`src/rtl/debounce_pkg.sv`:
```
`default_nettype none
// ============================================================================
//  Module      : debounce_pkg
//  Description : Shared constants for the input debouncer: FSM state
//                encoding and default parameter values.
//                No ports (package).
//  Revision    : 1.0  initial release
// ============================================================================
package debounce_pkg;

    // FSM state encoding, shared by every channel instance
    localparam logic [0:0] IDLE  = 1'b0;   // synchronised level equals output
    localparam logic [0:0] COUNT = 1'b1;   // level differs, qualifying

    // Default build-time configuration
    localparam int SYNC_STAGES_DEF     = 2;
    localparam int DEBOUNCE_CYCLES_DEF = 1000000;
    localparam int CNT_W_DEF           = 20;

endpackage
`default_nettype wire

```
`src/rtl/debounce_ch.sv`:
```
`default_nettype none
// ============================================================================
//  Module      : debounce_ch
//  Description : One debounce channel: SYNC_STAGES-deep synchroniser, a
//                two-state qualification FSM and a stability counter.
//                The output level changes only after the synchronised input
//                has differed from it for DEBOUNCE_CYCLES consecutive cycles.
//  Ports       : clk   in   system clock
//                rst   in   synchronous active-high reset
//                raw   in   asynchronous raw level
//                db    out  debounced level (registered)
//                rise  out  one-cycle pulse after db goes 0->1  (EDGE_PULSE_EN)
//                fall  out  one-cycle pulse after db goes 1->0  (EDGE_PULSE_EN)
//  Config      : define EDGE_PULSE_EN to build the edge-pulse outputs.
//  Revision    : 1.0  initial release
// ============================================================================
module debounce_ch
    import debounce_pkg::*;
#(
    parameter int SYNC_STAGES     = SYNC_STAGES_DEF,
    parameter int DEBOUNCE_CYCLES = DEBOUNCE_CYCLES_DEF,
    parameter int CNT_W           = CNT_W_DEF
) (
    input  logic clk,
    input  logic rst,
    input  logic raw,
    output logic db
`ifdef EDGE_PULSE_EN
    ,
    output logic rise,
    output logic fall
`endif
);

    // Last count value before the output is allowed to flip
    localparam logic [CNT_W-1:0] c_cnt_last = CNT_W'(DEBOUNCE_CYCLES - 1);
    localparam logic [CNT_W-1:0] c_cnt_one  = CNT_W'(1);

    logic [SYNC_STAGES-1:0] r_sync;
    logic                   w_s;
    logic [0:0]             r_state;
    logic [0:0]             w_state_nxt;
    logic [CNT_W-1:0]       r_cnt;
    logic [CNT_W-1:0]       w_cnt_nxt;
    logic                   r_db;
    logic                   w_db_nxt;

    // ------------------------------------------------------------------
    // Synchroniser: raw enters at bit 0, synchronised level leaves the MSB
    // ------------------------------------------------------------------
    always_ff @(posedge clk) begin
        if (rst) begin
            r_sync <= '0;
        end else begin
            r_sync <= {r_sync[SYNC_STAGES-2:0], raw};
        end
    end

    assign w_s = r_sync[SYNC_STAGES-1];

    // ------------------------------------------------------------------
    // State register (state, counter and debounced level)
    // ------------------------------------------------------------------
    always_ff @(posedge clk) begin
        if (rst) begin
            r_state <= IDLE;
            r_cnt   <= '0;
            r_db    <= 1'b0;
        end else begin
            r_state <= w_state_nxt;
            r_cnt   <= w_cnt_nxt;
            r_db    <= w_db_nxt;
        end
    end

    // ------------------------------------------------------------------
    // Next-state logic
    // The IDLE->COUNT transition already accounts for the first differing
    // cycle (cnt starts at 1), so the flip happens when cnt reaches
    // DEBOUNCE_CYCLES-1 with the level still differing. cnt is bounded by
    // that value and can never wrap.
    // ------------------------------------------------------------------
    always_comb begin
        w_state_nxt = r_state;
        w_cnt_nxt   = r_cnt;
        w_db_nxt    = r_db;
        case (r_state)
            IDLE: begin
                if (w_s != r_db) begin
                    if (DEBOUNCE_CYCLES == 1) begin
                        // Single-cycle qualification: flip immediately
                        w_db_nxt = w_s;
                    end else begin
                        w_cnt_nxt   = c_cnt_one;
                        w_state_nxt = COUNT;
                    end
                end
            end
            COUNT: begin
                if (w_s == r_db) begin
                    // Bounce: level returned, restart qualification
                    w_cnt_nxt   = '0;
                    w_state_nxt = IDLE;
                end else if (r_cnt == c_cnt_last) begin
                    w_db_nxt    = w_s;
                    w_cnt_nxt   = '0;
                    w_state_nxt = IDLE;
                end else begin
                    w_cnt_nxt = r_cnt + c_cnt_one;
                end
            end
            default: begin
                w_cnt_nxt   = '0;
                w_state_nxt = IDLE;
            end
        endcase
    end

`ifdef EDGE_PULSE_EN
    // Delayed copy of db; edges are a compare of two registers, so the
    // pulses are glitch-free and last exactly one cycle.
    logic r_db_d;

    always_ff @(posedge clk) begin
        if (rst) begin
            r_db_d <= 1'b0;
        end else begin
            r_db_d <= r_db;
        end
    end
`endif

    // ------------------------------------------------------------------
    // Output logic
    // ------------------------------------------------------------------
    always_comb begin
        db = r_db;
`ifdef EDGE_PULSE_EN
        rise = r_db & ~r_db_d;
        fall = ~r_db & r_db_d;
`endif
    end

endmodule
`default_nettype wire

```
`src/rtl/input_debounce_2ch.sv`:
```
`default_nettype none
// ============================================================================
//  Module      : input_debounce_2ch
//  Description : Two independent debounce channels producing the clean a/b
//                operands for the downstream 2-input gate stages.
//  Ports       : clk     in   system clock
//                rst     in   synchronous active-high reset
//                a_raw   in   raw level, channel A
//                b_raw   in   raw level, channel B
//                a_db    out  debounced level A
//                b_db    out  debounced level B
//                a_rise  out  pulse after a_db 0->1   (EDGE_PULSE_EN)
//                a_fall  out  pulse after a_db 1->0   (EDGE_PULSE_EN)
//                b_rise  out  pulse after b_db 0->1   (EDGE_PULSE_EN)
//                b_fall  out  pulse after b_db 1->0   (EDGE_PULSE_EN)
//  Config      : define EDGE_PULSE_EN to build the edge-pulse outputs.
//  Revision    : 1.0  initial release
// ============================================================================
module input_debounce_2ch
    import debounce_pkg::*;
#(
    parameter int SYNC_STAGES     = SYNC_STAGES_DEF,
    parameter int DEBOUNCE_CYCLES = DEBOUNCE_CYCLES_DEF,
    parameter int CNT_W           = CNT_W_DEF
) (
    input  logic clk,
    input  logic rst,
    input  logic a_raw,
    input  logic b_raw,
    output logic a_db,
    output logic b_db
`ifdef EDGE_PULSE_EN
    ,
    output logic a_rise,
    output logic a_fall,
    output logic b_rise,
    output logic b_fall
`endif
);

    debounce_ch #(
        .SYNC_STAGES     (SYNC_STAGES),
        .DEBOUNCE_CYCLES (DEBOUNCE_CYCLES),
        .CNT_W           (CNT_W)
    ) u_ch_a (
        .clk  (clk),
        .rst  (rst),
        .raw  (a_raw),
        .db   (a_db)
`ifdef EDGE_PULSE_EN
        ,
        .rise (a_rise),
        .fall (a_fall)
`endif
    );

    debounce_ch #(
        .SYNC_STAGES     (SYNC_STAGES),
        .DEBOUNCE_CYCLES (DEBOUNCE_CYCLES),
        .CNT_W           (CNT_W)
    ) u_ch_b (
        .clk  (clk),
        .rst  (rst),
        .raw  (b_raw),
        .db   (b_db)
`ifdef EDGE_PULSE_EN
        ,
        .rise (b_rise),
        .fall (b_fall)
`endif
    );

endmodule
`default_nettype wire

```
`config.mk`:
```
export PLATFORM = sky130hd
export DESIGN_NAME = input_debounce_2ch
export DESIGN_NICKNAME = d
export VERILOG_FILES = /design/src/rtl/debounce_pkg.sv /design/src/rtl/debounce_ch.sv /design/src/rtl/input_debounce_2ch.sv
export SDC_FILE = /design/constraint.sdc
export NUM_CORES = 1
export LEC_CHECK = 0
export CAP_MARGIN = 25
export CORE_MARGIN = 3
export CORE_UTILIZATION = 45
export CTS_BUF_LIST = sky130_fd_sc_hd__clkbuf_8
export DETAILED_ROUTE_END_ITERATION = 8
export PLACE_DENSITY = 0.7
export SETUP_SLACK_MARGIN = 0.02
export SYNTH_ARGS = -nofsm -noshare
export SYNTH_HDL_FRONTEND = slang
export SYNTH_SLANG_ARGS = --single-unit
```
`constraint.sdc`:
```
create_clock -name clk -period 2.8 [get_ports clk]
set_clock_uncertainty 0.05 [all_clocks]
set_input_delay 0.42 -clock clk [delete_from_list [all_inputs] [get_ports clk]]
set_output_delay 0.42 -clock clk [all_outputs]
set_load 0.02 [all_outputs]
```
==> run_results.csv <==
group,metric,value,unit
cts,clk_latency,0.30,ns
cells_and_area,multi_input_comb_area,1340,um2
sta,setup_viol,0,
cts,tritoncts,"done",
yosys,synth.yosys.seq_area_share,0.404,
power,power_density,464,nW/um2
yosys,synthesis.nets,285,
min_path,hold_path_class,"reg2reg",
critical_path,critPathCaptureType,"flop",
critical_path,required,2.95,ns
sta,tightest_slew,0.612,ns
floorplan,io_pins,6,
power,power.switching,0.000257,W
yosys,synth_most_common_cell,"dfxtp_1",
yosys,synth_edf_count,0,
sta,slew_viol_final,0,
yosys,ys_ff_latch,48,
cells_and_area,area_delta_synth_final,11.2,%
cells_and_area,stdcell_area,2650,um2
cells_and_area,diodes,0,
cells_and_area,drive_above_1_share,0.0890,
power,p_leak,0.940,nW
global_route,grt_remaining_overflow,0,
critical_path,startpoint_type,"flop",
global_route,track_usage,0.154,
outcome,status,"completed",
cts,numCtsBuffers,5,
power,sw_frac_of_total,0.210,
critical_path,cp_max_fo,19,
power,peakVddDrop,0.357,mV
sta,finalHoldViolations,0,
yosys,yosysTopAreaCell,"dfxtp_1",
cts,cts_resized,0,
routing,num_vias,2053,
yosys,ys.flop_type,"dfxtp_1",
yosys,syn_area,2380,um2
global_route,grt_max_degree,20,
routing,post_drt_wl_per_cell,12.4,um
cts,root_buffer,"clkbuf_8",
critical_path,cp_data_arrival_time,2.35,ns
yosys,ys_top_cells_by_area,"dfxtp_1 (40%), a21oi_1 (4.8%), a31oi_1 (4.7%)",
yosys,synth_area_per_cell,8.53,um2
floorplan,coreArea,4910,um2
power,clkPwrFrac,0.397,
cts,cts.sinks,48,
routing,viasPerCell,5.72,
sta,rsz0062_at_grt,"no",
floorplan,die_w,78.7,um
floorplan,rows,25,
cts,ctsLongestPathBuffers,2,
cts,htreeDepth,2,
yosys,synthCells,279,
yosys,synth_common_cells,"dfxtp_1 (48), a21oi_1 (23), nand2_1 (23), nor2_1 (23), nand3_1 (21)",
cells_and_area,fin_util,0.539,
cells_and_area,fin_nets,297,
routing,drt_iter0_drc,169,
critical_path,path_class,"reg2reg",
placed_design,gp_congestion,0.826,
cts,clkSlewWorstSetupHoldPaths,0.09,ns
routing,drt_wl_total,4450,um
placed_design,place_area,2540,um2
cts,postCtsHoldBufs,0,
cells_and_area,regArea,961,um2
routing,drtAntennaViolNets,0,
routing,dr.pass1.iters,4,
job,maxCapViolations,0,
cts,postCtsSetupBuffers,0,
cells_and_area,n_fill_cell,463,
power,p_seq_frac,0.563,
floorplan,start_util,0.485,
floorplan,dieHeight,78.7,um
power,combPwrFrac,0.041,
global_route,antenna_found_initial,0,
yosys,yosysUniqueCellTypes,46,
yosys,async_flop_share,0,
placed_design,dp_hpwl,3150,um
floorplan,dieArea,6200,um2
global_route,grt_pass1_vias,1753,
sta,fin_crit,2.20,ns
routing,drc,0,
yosys,yosys_warnings,0,
sta,fmax,454,MHz
sta,slew_headroom,0.589,
placed_design,io_buffers,5,
yosys,synth_top_area_frac,0.404,
power,p_int,0.000971,W
global_route,grt_pass1_wl,7830,um
sta,fin_crit_sh,0.787,
sta,setup-tns-final,0,ns
[per-layer routing]
layer | vias to the layer above | GRT usage | share of wire
li1 | 1060 | - | -
met1 | 949 | 0.225 | 0.55
met2 | 36 | 0.212 | 0.40
met3 | 8 | 0.0397 | 0.036
met4 | 0 | 0.0629 | 0.015
met5 | - | 0 | 0
[final timing paths]
kind / start / end / slack, ns / cells after the start
hold reg to reg: u_ch_a.r_sync[0] / u_ch_a.r_sync[1] / 0.40 / 1
hold / removal: u_ch_a.r_sync[0] / u_ch_a.r_sync[1] / 0.40 / 1
setup reg to reg: u_ch_b.r_cnt[0] / u_ch_b.r_cnt[17] / 0.60 / 7
setup / recovery: u_ch_b.r_cnt[0] / u_ch_b.r_cnt[17] / 0.60 / 7
[worst max-delay path: stages (launching register included)]
cell     delay (ns)
dfxtp_1        0.41
ha_1           0.21
nand3_1        0.19
nor3_1         0.47
a31oi_2        0.16
buf_4          0.23
a21o_1         0.17
a22o_1         0.21
[sequential cells by signal (all words and copies together), names as in the netlist]
name / flops
u_ch_a.db: 1
u_ch_a.r_cnt: 20
u_ch_a.r_state: 1
u_ch_a.r_sync: 2
u_ch_b.db: 1
u_ch_b.r_cnt: 20
u_ch_b.r_state: 1
u_ch_b.r_sync: 2
[power groups by stage]
stage | combinational [W] | clock [W] | sequential (W)
2_1_floorplan | 0.0000327 | 0 | 0.000706
4_1_cts | 0.0000500 | 0.000505 | 0.000692
5_1_grt | 0.0000558 | 0.000531 | 0.000693
6_report | 0.0000501 | 0.000487 | 0.000691
3_3_place_gp | 0.0000498 | 0 | 0.000707
3_5_place_dp | 0.0000499 | 0 | 0.000708
[metrics by stage]
step / hold WS (ns) / total power (W) / cells / setup slack, ns
2_1_floorplan: 0.364 / 0.000739 / 279 / 0.825
3_3_place_gp: 0.366 / 0.000757 / 351 / 0.668
3_5_place_dp: 0.380 / 0.000757 / 351 / 0.609
4_1_cts: 0.407 / 0.00125 / 359 / 0.608
5_1_grt: 0.408 / 0.00128 / 359 / 0.450
6_report: 0.397 / 0.00123 / 359 / 0.595
[cells in the final DEF (no fill, tap or decap), types with 2 or more instances in the layout]
cell type and n:
or3_1 3, o21ai_0 7, xnor2_1 4, a22oi_1 2, mux2i_1 9, a21o_1 5
nor3_1 5, nand3_1 21, and3_1 5, clkdlybuf4s50_1 5, xor2_1 3, a31oi_1 17
and2_1 3, nor2_1 23, a22o_1 9, inv_1 4, buf_4 13, dfxtp_1 48
nand3b_1 2, nand4_1 12, clkbuf_8 5, nand2b_1 7, and4_1 3, ha_1 2
nor4_1 3, nand2_1 23, a21oi_1 23, nor2b_1 5
[logic make-up (layout without fill, tap and decap cells)]
| logic type | count (synthesis) | count (layout) | synth area share |
|---|---|---|---|
| adders and majority gates | 2 | 2 | 0.0105 |
| AOI/OAI and AO/OA | 72 | 72 | 0.193 |
| DFF | 48 | 48 | 0.404 |
| muxes | 9 | 9 | 0.0378 |
| and+or+nand+nor | 125 | 125 | 0.290 |
| buffers and inverters | 16 | 29 | 0.0394 |
| xor gates and xnor gates | 7 | 7 | 0.0257 |
[area by class of cell]
type                    instances  share of cell area
multi-input cells             215               0.505
flip-flops and latches         48               0.363
repair buffers                 18              0.0557
well taps                      67              0.0316
clock buffers                   5              0.0260
clock inverters                 3              0.0146
inverters                       3             0.00425
Note: power is estimated with default switching activity, not from simulation.
